## config.mk

```make
export PLATFORM = sky130hd
export DESIGN_NAME = axi_hp_burst_reader
export DESIGN_NICKNAME = d
export VERILOG_FILES = /design/src/rtl/axi_hp_burst_reader.sv
export SDC_FILE = /design/constraint.sdc
export NUM_CORES = 1
export LEC_CHECK = 0
export ABC_AREA = 1
export BUFFER_PORTS_ARGS = -buffer_cell sky130_fd_sc_hd__buf_2
export CORE_MARGIN = 4
export CORE_UTILIZATION = 45
export CTS_CLUSTER_SIZE = 24
export DETAILED_ROUTE_END_ITERATION = 8
export GPL_ROUTABILITY_DRIVEN = 1
export PLACE_DENSITY_LB_ADDON = 0.12
export RECOVER_POWER = 100
export SLEW_MARGIN = 20
export SYNTH_ARGS = -nofsm -noshare
export SYNTH_HDL_FRONTEND = slang
export SYNTH_SLANG_ARGS = --single-unit
```

## constraint.sdc

```tcl
create_clock -name CLK -period 1.91 [get_ports CLK]
set_input_delay 0.0955 -clock CLK [delete_from_list [all_inputs] [get_ports CLK]]
set_output_delay 0.0955 -clock CLK [all_outputs]
set_load 0.03 [all_outputs]
```

## src/rtl/axi_hp_burst_reader.sv

```systemverilog
// AXI3/AXI4 HP-port INCR burst read engine with multiple outstanding bursts.
// Streams returned beats with one-cycle latency and flags protocol errors.
module axi_hp_burst_reader #(
    parameter int BURST_SIZE      = 8,
    parameter int DATA_WIDTH      = 32,
    parameter int ADDR_BITS       = 29,
    parameter int MAX_OUTSTANDING = 2,
    parameter int AXI4            = 0,
    localparam int LEN_W          = (AXI4 != 0) ? 8 : 4
) (
    input  logic                  CLK,
    input  logic                  RESET,
    input  logic [ADDR_BITS-1:0]  DMA_RD_ADDR,
    input  logic                  DMA_START,
    output logic                  DMA_READY,
    output logic [DATA_WIDTH-1:0] DMA_RD_DATA,
    output logic                  DMA_RD_DATA_VALID,
    output logic                  DMA_RD_LAST,
    output logic                  DMA_ERROR,
    input  logic                  DMA_ERROR_CLEAR,
    input  logic                  m00_axi_arready,
    output logic [31:0]           m00_axi_araddr,
    output logic [LEN_W-1:0]      m00_axi_arlen,
    output logic [2:0]            m00_axi_arsize,
    output logic [1:0]            m00_axi_arburst,
    output logic                  m00_axi_arvalid,
    input  logic                  m00_axi_rvalid,
    input  logic [DATA_WIDTH-1:0] m00_axi_rdata,
    input  logic [1:0]            m00_axi_rresp,
    input  logic                  m00_axi_rlast,
    output logic                  m00_axi_rready
);

    localparam int SZ = (DATA_WIDTH == 64) ? 3 : 2;
    localparam int PW = $clog2(MAX_OUTSTANDING + 1);
    localparam int BW = (BURST_SIZE > 1) ? $clog2(BURST_SIZE) : 1;
    localparam logic [BW-1:0] BEAT_LAST = BW'(BURST_SIZE - 1);
    localparam logic [PW-1:0] PEND_MAX  = PW'(MAX_OUTSTANDING);

    logic                  arvalid_q, arvalid_d;
    logic [31:0]           araddr_q, araddr_d;
    logic                  rready_q;
    logic [DATA_WIDTH-1:0] data_q, data_d;
    logic                  valid_q, valid_d;
    logic                  last_q, last_d;
    logic                  err_q, err_d;
    logic [PW-1:0]         pend_q, pend_d;
    logic [BW-1:0]         beat_q, beat_d;

    logic accept;
    logic r_hs;
    logic beat_end;
    logic pend_dec;
    logic err_set;

    assign DMA_READY = RESET & ~arvalid_q & (pend_q < PEND_MAX);
    assign accept    = DMA_START & DMA_READY;
    assign r_hs      = m00_axi_rvalid & rready_q;
    assign beat_end  = (beat_q == BEAT_LAST);
    assign pend_dec  = r_hs & m00_axi_rlast & (pend_q != '0);
    assign err_set   = r_hs & ((m00_axi_rresp != 2'b00)
                             | (m00_axi_rlast != beat_end)
                             | (pend_q == '0));

    assign m00_axi_arvalid = arvalid_q;
    assign m00_axi_araddr  = araddr_q;
    assign m00_axi_arlen   = LEN_W'(BURST_SIZE - 1);
    assign m00_axi_arsize  = 3'(SZ);
    assign m00_axi_arburst = 2'b01;
    assign m00_axi_rready  = rready_q;

    assign DMA_RD_DATA       = data_q;
    assign DMA_RD_DATA_VALID = valid_q;
    assign DMA_RD_LAST       = last_q;
    assign DMA_ERROR         = err_q;

    // Next-state for AR request, outstanding count, beat tracking and error flag
    always_comb begin
        arvalid_d = arvalid_q;
        araddr_d  = araddr_q;
        if (accept) begin
            arvalid_d = 1'b1;
            araddr_d  = 32'({DMA_RD_ADDR, {SZ{1'b0}}});
        end else if (arvalid_q && m00_axi_arready) begin
            arvalid_d = 1'b0;
        end

        pend_d = pend_q;
        if (accept && !pend_dec) begin
            pend_d = pend_q + 1'b1;
        end else if (!accept && pend_dec) begin
            pend_d = pend_q - 1'b1;
        end

        data_d  = r_hs ? m00_axi_rdata : data_q;
        valid_d = r_hs;
        last_d  = r_hs & beat_end;

        beat_d = beat_q;
        if (r_hs) begin
            beat_d = beat_end ? '0 : beat_q + 1'b1;
        end

        // A new error in the same cycle as a clear must survive.
        err_d = err_set | (err_q & ~DMA_ERROR_CLEAR);
    end

    // State registers with synchronous active-low reset
    always_ff @(posedge CLK) begin
        if (!RESET) begin
            arvalid_q <= 1'b0;
            araddr_q  <= '0;
            rready_q  <= 1'b0;
            data_q    <= '0;
            valid_q   <= 1'b0;
            last_q    <= 1'b0;
            err_q     <= 1'b0;
            pend_q    <= '0;
            beat_q    <= '0;
        end else begin
            arvalid_q <= arvalid_d;
            araddr_q  <= araddr_d;
            rready_q  <= 1'b1;
            data_q    <= data_d;
            valid_q   <= valid_d;
            last_q    <= last_d;
            err_q     <= err_d;
            pend_q    <= pend_d;
            beat_q    <= beat_d;
        end
    end

endmodule

```

==> metrics, run 1 <==
status=complete, no violations; internal power=2326 uW; Synth cell types=23; DRC viols=0; share of power burned in registers=48.4%; largest net degree at the start of global routing=60; Tot GR Track Use=18.54%; Slew @ Worst Pin=869.0 ps; Post-CTS Setup Bufs=0; Min-Delay Path Class=in -> reg; reg-to-reg critical path startpoint=m00_axi_rready; fmax=683.9 MHz; Final Critical Period=1462 ps; CTS resizes=0; Core Footprint=6026 sq um; num ports=149; switching fraction of total power=31.70%; Seq cells post-synth=71; vias post-DR=2,764; final antenna-violating net count=0; H-tree level count=3; Num CTS Buffers=9; vias in the first global route=2,606; max-cap viol count=0; Synth-to-Final Area Change=37.64%; Avg Cell Area, Syn=7.242 sq um; die area=7644 sq um; routability cong.=0.8142; 1st-iter DRT viols=62; top post-synthesis cells by area=dfxtp_1, nor2_1, nand2_1, o21ai_0, inv_1; R2R Setup Slk=450 ps; CP Capture Type=register; Initial Utilization=47.11%; Wirelength per Cell=10.90 microns; post-route cell area=3908 sq um; DRT Wirelength=6952 microns; setup TNS=0 ps; nets@finish=631; aggregate global routing overflow=0; Die Y=87.43 microns; clk slew on worst S/H paths=70 ps; Cell Area, Synth=2839 sq um; share of layout cells above drive strength 1=16.70%; vias per cell=4.332; Final Cycle Share=76.56%; Power Density=871.5 nW/um^2; commonest non-fill, non-tap cell in the layout=nor2_1; CTS Sinks=71; worst vdd ir=523.9 uV; hold depth=3; Leak=0.001933 uW; Final Setup Violations=0; critical path arrival=1680 ps; top cell type's share of synthesized area=50.07%; NetSw=1079 uW; RSZ-0062 raised after global routing=no; reg2reg path depth=5; slew margin rel.=42.07%; reg-to-reg critical path endpoint=beat_q[0]; Seq/Total Area, Yosys=50.07%; Fin. Hold Viols=0; Cell Rows=28; Clock power frac=30.3%; Max clock buf depth=2; crit start category=register; Worst Hold Path EP=m00_axi_araddr[20]; commonest non-fill, non-tap cells in the layout=nor2_1, dfxtp_1, buf_2, nand2_1, clkbuf_1; DPL Wire Length=4640 microns; met2 wire length=3210 microns; Worst Skew=11.27 ps; min-delay src=DMA_RD_ADDR[18]; Yosys top cell by area=dfxtp_1; met1 wire length=2936 microns; Post-DP Area=3481 sq um; global-route wire length before repair=11,300 microns; top layer in use=met4; port buffer count=136; Yosys Warn Count=0; clk root buf=clkbuf_8; initial antenna violation count=0; CTS tree=done; worst setup path class=reg -> reg; antenna cells=0; clk_lat worst skew=330 ps; Max FO, Critical Path=35; Post-Syn Instances=392; Die W=87.43 microns; combinational fraction of design power=21.3%; CP required=2130 ps; wire length on met3=668 microns; DR pass1 iterations=4; final-report max-slew violation count=0
flip-flops by register name, indices dropped and copies added (netlist names):
signal             count
DMA_ERROR              1
DMA_RD_DATA           32
DMA_RD_DATA_VALID      1
DMA_RD_LAST            1
beat_q                 3
m00_axi_araddr        29
m00_axi_arvalid        1
m00_axi_rready         1
pend_q                 2
worst max-delay path, stage by stage (launching register included):
cell and delay, ps:
dfxtp_1 340, nand2_1 80, inv_2 60, clkbuf_2 540, o21ai_0 200, o211a_1 150
layer usage:
layer / track usage (%) / up-vias
met3: 6.339 / 13
met5: 0 / -
met2: 30.68 / 93
met4: 8.508 / 0
met1: 21.49 / 1171
li1: - / 1487
repair_timing:
action                                  4_1_cts  5_1_grt
hold endpoints to repair                     35        0
hold buffers                                 35        0
endpoints found under the setup margin        0        0
cell families after synthesis:
group                    Yosys count  share of synthesized area [%]
adder cells (fa/ha/maj)            3                          1.322
XOR/XNOR                           1                         0.3086
AO/OA/AOI/OAI                     38                          6.875
flip-flops                        71                          50.07
buffers and inverters             70                          12.47
AND/OR/NAND/NOR                  207                          28.69
other                              2                         0.2645
layout make-up:
cell class	count	area (sq um)
Tap cell	75	93.84
Sequential cell	71	1421
Timing Repair Buffer	176	975.9
Fill cell	563	2118
Clock inverter	6	36.28
Multi-Input combinational cell	261	1096
Clock buffer	10	137.6
Inverter	39	146.4
Yosys cell counts:
library cell	number
conb_1	2
nand2_2	1
nor2_1	128
a21oi_1	2
dfxtp_1	71
buf_4	16
o21ai_0	35
inv_1	38
nor3_1	2
o211a_1	1
xnor2_1	1
nand3_1	3
buf_6	3
nand3_4	1
nand3b_1	2
ha_1	3
nand4_1	1
nand2_1	67
or2_2	1
nor2_2	1
inv_2	1
clkbuf_1	5
buf_2	7
per-stage QoR:
stage | total power, uW | util, % | setup slack, ps | hold WS [ps] | instances
6_report | 3405 | 64.85 | 447.8 | 16.28 | 638
4_1_cts | 3477 | 66.47 | 548.2 | 1.737 | 638
3_3_place_gp | 2368 | 57.77 | 588.9 | 317.3 | 587
5_1_grt | 3616 | 64.85 | 261.4 | 11.05 | 638
2_1_floorplan | 2190 | - | 198.2 | 123.2 | 402
3_5_place_dp | 2380 | 57.77 | 568.5 | 324.7 | 587
worst max-delay path by stage:
stage,start,end,slack [ps],cells after the start
final,m00_axi_rready,beat_q[0],450,5
after global routing,RESET,DMA_RD_DATA[0],260,5
after CTS,pend_q[1],pend_q[1],550,8
after detailed placement,pend_q[1],pend_q[1],570,8
after global placement,RESET,DMA_RD_DATA[0],590,5
after floorplan,m00_axi_rready,pend_q[1],200,10
power groups by stage:
stage,clock network [uW],logic (uW),registers [uW]
2_1_floorplan,0,314,1880
5_1_grt,1150,807,1660
6_report,1030,724,1650
4_1_cts,1070,759,1650
3_5_place_dp,0,702,1680
3_3_place_gp,0,693,1670
Note: power is estimated with default switching activity, not from simulation.
==> run 2, diff against run 1 <==
- ABC_AREA: 1 -> 0
- CORE_UTILIZATION: 45 -> 40
- clock period: 1.91 -> 1.2 ns (I/O delays scaled with it)
==> run 2 against run 1 <==
The flow now finishes with violations (setup timing). Die area up 6.2%. Critical path type unchanged. Wire length up 8.6%. Sequential power up 58%. Non-clock buffer count up 35. Largest cell class is now non-clock buffers. Hold slack better by 7.8 ps. Maximum frequency down 1.1%. Synthesized cell count down 18%. Synthesized area down 5.0%. Combinational power up 74%. Setup slack worse by 730 ps. Register-to-register slack worse by 730 ps.
==> metrics, run 2 <==
Cell Rows=29 (+3.6%); violated checks=setup timing; fmax=676.0 MHz (-1.1%); Post-synth EDFFs=0 (unchanged); Post-Syn Instances=322 (-18%); Synth cell types=27 (+17%); CP Capture Type=register; RSZ-0062 raised after global routing=yes; 1st-iter DRT viols=97 (+56%); CP cell instances=ha_4 > ha_4 > xor2_1 > or4_1 > a32o_1; clk_lat worst skew=330 ps (about the same); Crit path largest cell delay=390 ps (-150 ps); asr flop ratio synth=0% (unchanged); Die Y=90.12 microns (+3.1%); vias in the first global route=2,687 (+3.1%); Crit path max-delay family=simple AND/OR/NAND/NOR gates; Worst Hold Path EP=m00_axi_arvalid; Wirelength per Cell=12.55 microns (+15%); final-report max-slew violation count=0 (unchanged); crit start category=register; top post-synthesis cells by area=dfxtp_1, nand2_1, a21boi_0, o21ai_0, buf_4; switching fraction of total power=28.43% (-3.3 points); share of power burned in registers=44.6% (-3.8 points); Worst Skew=5.505 ps (-5.766 ps); Num CTS Buffers=9 (unchanged); dominant synthesized flop cell=dfxtp_1; Final Setup Violations=19 (+19); Layout Utilization=67.84% (+3.0 points); Cell Area, Synth=2698 sq um (-5.0%); Avg Cell Area, Syn=8.378 sq um (+16%); H-tree level count=3 (unchanged); R2R Setup Slk=-280 ps (-730 ps); worst setup path class=reg -> reg; met3 Use GR=5.927% (-0.41 points); slowest CP cell=or4_1; Yosys top cell by area=dfxtp_1; vias per cell=4.508 (+4.1%); Final Critical Period=1479 ps (+17.01 ps); aggregate global routing overflow=0 (unchanged); Synth-to-Final Area Change=62.43%; Synth top cells by count=nand2_1, dfxtp_1, a21boi_0; Core Footprint=6459 sq um (+7.2%); global-route wire length before repair=12,550 microns (+11%); top cell type's share of synthesized area=52.69% (+2.6 points); vias post-DR=2,714 (-1.8%); status=complete, but fails checks; Tot GR Track Use=18.67% (+0.12 points); stages on the worst setup path=5 (unchanged); nets@finish=594 (-5.9%); critical path arrival=1700 ps (+20 ps); share of layout cells above drive strength 1=33.71% (+17 points); combinational fraction of design power=21.6% (+0.3 points); Leak=0.002038 uW (+5.4%); Seq cells post-synth=71 (unchanged); reg-to-reg critical path startpoint=beat_q[1]; Fin. Hold Viols=0 (unchanged); Seq/Total Area, Yosys=52.69% (+2.6 points); commonest non-fill, non-tap cell in the layout=buf_2; Max FO, Critical Path=4 (-89%); Initial Utilization=41.77% (-5.3 points); antenna cells=0 (unchanged); Buffers & Inverters on Critical Path=0 (-2); Clock power frac=33.8% (+3.5 points); CTS tree=done; clk slew on worst S/H paths=70 ps (about the same); commonest non-fill, non-tap cells in the layout=buf_2, nand2_1, dfxtp_1, dlygate4sd3_1, a21boi_0; DRC viols=0 (unchanged); worst vdd ir=886.6 uV (+69%); M1 GR Usage=22.17% (+0.68 points); Final Cycle Share=123.3% (+47 points); Die W=90.12 microns (+3.1%); die area=8122 sq um (+6.2%); initial antenna violation count=0 (unchanged); met2 Use GR=30.93% (+0.24 points); Max clock buf depth=2 (unchanged); max-cap viol count=0 (unchanged); final antenna-violating net count=0 (unchanged); Largest register FFs=32 (unchanged); DPL Wire Length=4520 microns (-2.6%); CTS Sinks=71 (unchanged); DRT Wirelength=7553 microns (+8.6%); routability cong.=0.6737 (-17%); num ports=149 (unchanged); Yosys Warn Count=0 (unchanged); CP required=1430 ps (-700 ps); Most Used Layer, Global Route=met2; CP dominant cell by count=ha_4; top-count cell post-synth=nand2_1; setup TNS=-910.8 ps (-910.8 ps); DR pass1 iterations=4 (unchanged); reg2reg path depth=5 (unchanged); largest net degree at the start of global routing=72 (+20%); hold depth=3 (unchanged); Final WS setup=-279.2 ps (-727.0 ps); min-delay src=m00_axi_arready; clk root buf=clkbuf_8; reg-to-reg critical path endpoint=DMA_ERROR; port buffer count=136 (unchanged); internal power=4180 uW (+80%); Power Density=1333 nW/um^2 (+53%); Min-Delay Path Class=in -> reg; NetSw=1660 uW (+54%)
## run 2: changes by cell type in the layout (fill, tap and decap cells not counted), sizes merged, moves of 4 or more
cell / before / now
buf: 71 / 149
clkbuf: 80 / 13
o21ai: 35 / 29
a21boi: 0 / 34
dlygate4sd3: 35 / 61
nor2: 129 / 4
nand2: 68 / 127
nand3: 4 / 0
inv: 39 / 1
## run 2: worst register-to-register path, delay by kind of cell, from the launching register on
| kind | cells | cell delay [ps] |
|---|---|---|
| XOR/XNOR | 1 | 130 |
| flip-flops | 1 | 340 |
| AO/OA/AOI/OAI | 1 | 200 |
| AND/OR/NAND/NOR | 1 | 390 |
| adder cells (fa/ha/maj) | 2 | 320 |
## run 2: through the flow
stage	instance area, sq um	std cells	worst slack [ps]	power [uW]	hold slack [ps]
after floorplan	2780	332	-321.8	3365	87.69
after global placement	3450	523	-285.9	3668	253.2
after detailed placement	3450	523	-295.4	3686	259.4
after CTS	4303	599	-286.4	5835	9.412
after global routing	4382	602	-369.2	6112	25.91
final	4382	602	-279.2	5840	24.07
## run 2: area by class of cell
type	instances	area, sq um
fillers	532	2077
repair buffers	211	1470
flip-flops and latches	71	1433
multi-input cells	227	1172
clock buffers	12	166.4
well taps	77	96.34
clock inverters	3	40.04
inverters	1	3.754
## run 2: how the worst max path moves through the flow
stage	from	to	slack (ps)
2_1_floorplan	m00_axi_arvalid	pend_q[1]	-320
3_3_place_gp	beat_q[1]	DMA_ERROR	-290
3_5_place_dp	beat_q[1]	DMA_ERROR	-300
4_1_cts	beat_q[1]	DMA_ERROR	-290
5_1_grt	beat_q[1]	DMA_ERROR	-370
6_report	beat_q[1]	DMA_ERROR	-280
## run 2: power groups by stage
stage | sequential (uW) | clock (uW) | combinational, uW
finish | 2610 | 1970 | 1260
global placement | 2650 | 0 | 1020
detailed placement | 2650 | 0 | 1030
CTS | 2610 | 2030 | 1200
floorplan | 2970 | 0 | 396
global route | 2630 | 2120 | 1370
## run 2: logic make-up (layout without fill, tap and decap cells)
family | Yosys count | count (layout) | share of synthesized area [%]
compound gates | 67 | 67 | 16.05
mux | 1 | 1 | 0.3711
other cells | 2 | 12 | 0.2784
simple gates | 141 | 141 | 20.87
xor+xnor | 3 | 3 | 0.9742
flops | 71 | 71 | 52.69
fa+ha+maj | 3 | 3 | 1.392
buf+inv | 34 | 227 | 7.375
## run 2: repair_timing
action                                  CTS  global route
endpoints found under the hold margin    61             0
pin swaps                                 3             3
buffers inserted                          0             1
resized for setup                        10            12
cloned                                    0             2
hold buffers                             61             0
endpoints found under the setup margin   24            43
## run 2: per-layer routing
| metal | part of all wire [%] | vias to the layer above |
|---|---|---|
| li1 | - | 1403 |
| met5 | 0 | - |
| met2 | 47 | 94 |
| met3 | 7.3 | 12 |
| met4 | 1.4 | 0 |
| met1 | 44 | 1205 |
==> run 3, diff against run 2 <==
- CORE_MARGIN: 4 -> 2
- CORE_UTILIZATION: 40 -> 47
- GPL_TIMING_DRIVEN: not set -> 0
- clock period: 1.2 -> 1.8 ns (I/O delays scaled with it)
==> run 3 against run 2 <==
The flow now finishes without violations. Sequential cell count did not move. Sequential power fell by 33%. Total power fell by 36%. Count of clock-buffer cells in the layout fell by 1. Clock skew fell by 1.4 ps. Hold slack got worse by 12 ps. Die area fell by 22%. Utilization rose by 6.7 points. Critical path depth did not move. Critical path type unchanged.
==> metrics, run 3 (synthesized netlist as in run 2, its figures left out) <==
status=complete, no violations; worst setup path class=reg -> reg; M1 GR Usage=26.55% (+4.4 points); largest net degree at the start of global routing=12 (-83%); clk_lat worst skew=330 ps (about the same); Largest register FFs=32 (unchanged); final-report max-slew violation count=0 (unchanged); 1st-iter DRT viols=68 (-30%); CP cell instances=ha_1 > ha_1 > xor2_1 > or4_1 > a32o_1; commonest non-fill, non-tap cells in the layout=nand2_1, clkbuf_1, buf_2, dfxtp_1, dlygate4sd3_1; num ports=149 (unchanged); DP Worst Slack=139.2 ps (+434.6 ps); Die Y=79.76 microns (-11%); Max clock buf depth=2 (unchanged); initial antenna violation count=0 (unchanged); Synth-to-Final Area Change=53.15%; max-cap viol count=0 (unchanged); Buffers & Inverters on Critical Path=0 (unchanged); nets@finish=603 (+1.5%); CP Capture Type=register; CP dominant cell by count=ha_1; crit start category=register; DRC viols=0 (unchanged); Worst Skew=4.145 ps (-1.360 ps); Initial Utilization=48.69% (+6.9 points); Final Critical Period=1667 ps (+187.9 ps); Cell Rows=27 (-6.9%); final antenna-violating net count=0 (unchanged); routability cong.=0.7332 (+8.8%); H-tree level count=3 (unchanged); die area=6362 sq um (-22%); share of layout cells above drive strength 1=19.66% (-14 points); CTS Sinks=71 (unchanged); Leak=0.001741 uW (-15%); aggregate global routing overflow=0 (unchanged); Core Footprint=5540 sq um (-14%); vias per cell=4.596 (+1.9%); Power Density=908.9 nW/um^2 (-32%); Post-CTS Setup Bufs=0 (unchanged); CTS tree=done; RSZ-0062 raised after global routing=no; commonest non-fill, non-tap cell in the layout=nand2_1; Max FO, Critical Path=4 (unchanged); DRT Wirelength=7432 microns (-1.6%); fmax=599.8 MHz (-11%); port buffer count=136 (unchanged); Min-Delay Path Class=in -> reg; Wirelength per Cell=12.26 microns (-2.3%); vias post-DR=2,785 (+2.6%); antenna cells=0 (unchanged); Fin. Hold Viols=0 (unchanged); DR pass1 iterations=4 (unchanged); setup TNS=0 ps (+910.8 ps); R2R Setup Slk=130 ps (+410 ps); Crit path max-delay family=adder cells; clk root buf=clkbuf_8; DPL Wire Length=4667 microns (+3.3%); Final Setup Violations=0 (-19); Final WS setup=132.9 ps (+412.1 ps); global-route wire length before repair=12,020 microns (-4.2%); CP required=2020 ps (+590 ps); vias in the first global route=2,731 (+1.6%); critical path arrival=1890 ps (+190 ps); met3 Use GR=5.769% (-0.16 points); Final Cycle Share=92.62% (-31 points); Tot GR Track Use=24.18% (+5.5 points); Total Power=3755 uW (-36%); Most Used Layer, Global Route=met2; clk slew on worst S/H paths=70 ps (about the same); met2 Use GR=43.19% (+12 points); Crit path largest cell delay=420 ps (+30 ps); worst vdd ir=549.3 uV (-38%); Die W=79.76 microns (-11%); slowest CP cell=or4_1; Num CTS Buffers=9 (unchanged); Hold Slack=11.82 ps (-12.24 ps)
==> run 3: cell types whose count changed in the layout (fill, tap and decap cells not counted), sizes merged <==
cell | previous run | this run
clkbuf | 13 | 91
dlygate4sd3 | 61 | 52
buf | 149 | 88
clkinv | 2 | 3
==> run 3: final cells by class <==
cell class | count | area, sq um
Inverter | 1 | 3.754
Buffer | 32 | 178.9
Multi-Input combinational cell | 227 | 1117
Clock inverter | 4 | 45.04
Clock buffer | 11 | 151.4
Fill cell | 461 | 1409
Sequential cell | 71 | 1421
Timing Repair Buffer | 188 | 1124
Tap cell | 72 | 90.09
==> run 3: tightest hold or removal path, cell delays in order <==
cell and delay (ps):
buf_2 100, nand2_1 40, a21boi_0 60
==> run 3: power by group <==
part / total [uW] / switching (uW) / internal [uW]
sequential: 1750 / 61.2 / 1680
combinational: 756 / 476 / 279
clock: 1250 / 552 / 701
total: 3760 / 1090 / 2670
==> run 3: timing repair <==
item / 4_1_cts / 5_1_grt
endpoints found under the hold margin: 52 / 0
gates resized for setup: 0 / 4
setup endpoints to repair: 0 / 2
hold buffers: 52 / 0
==> run 3: per-stage QoR <==
stage	util [%]	area, sq um	instances
4_1_cts	76.22	4223	607
3_5_place_dp	63.28	3506	540
5_1_grt	74.57	4131	606
2_1_floorplan	-	2735	332
6_report	74.57	4131	606
3_3_place_gp	63.28	3506	540
==> run 3: worst paths after layout <==
path | startpoint | to | depth (start not counted)
setup / recovery | beat_q[0] | DMA_ERROR | 5
setup reg to reg | beat_q[0] | DMA_ERROR | 5
hold reg to reg | m00_axi_araddr[11] | m00_axi_araddr[11] | 2
hold / removal | m00_axi_rdata[12] | DMA_RD_DATA[12] | 3
==> run 3: routing by layer <==
layer / share of wire [%] / wire length, microns
met1: 41 / 3031
met2: 50 / 3725
met3: 6.6 / 487
met4: 2.5 / 188
met5: 0 / 0
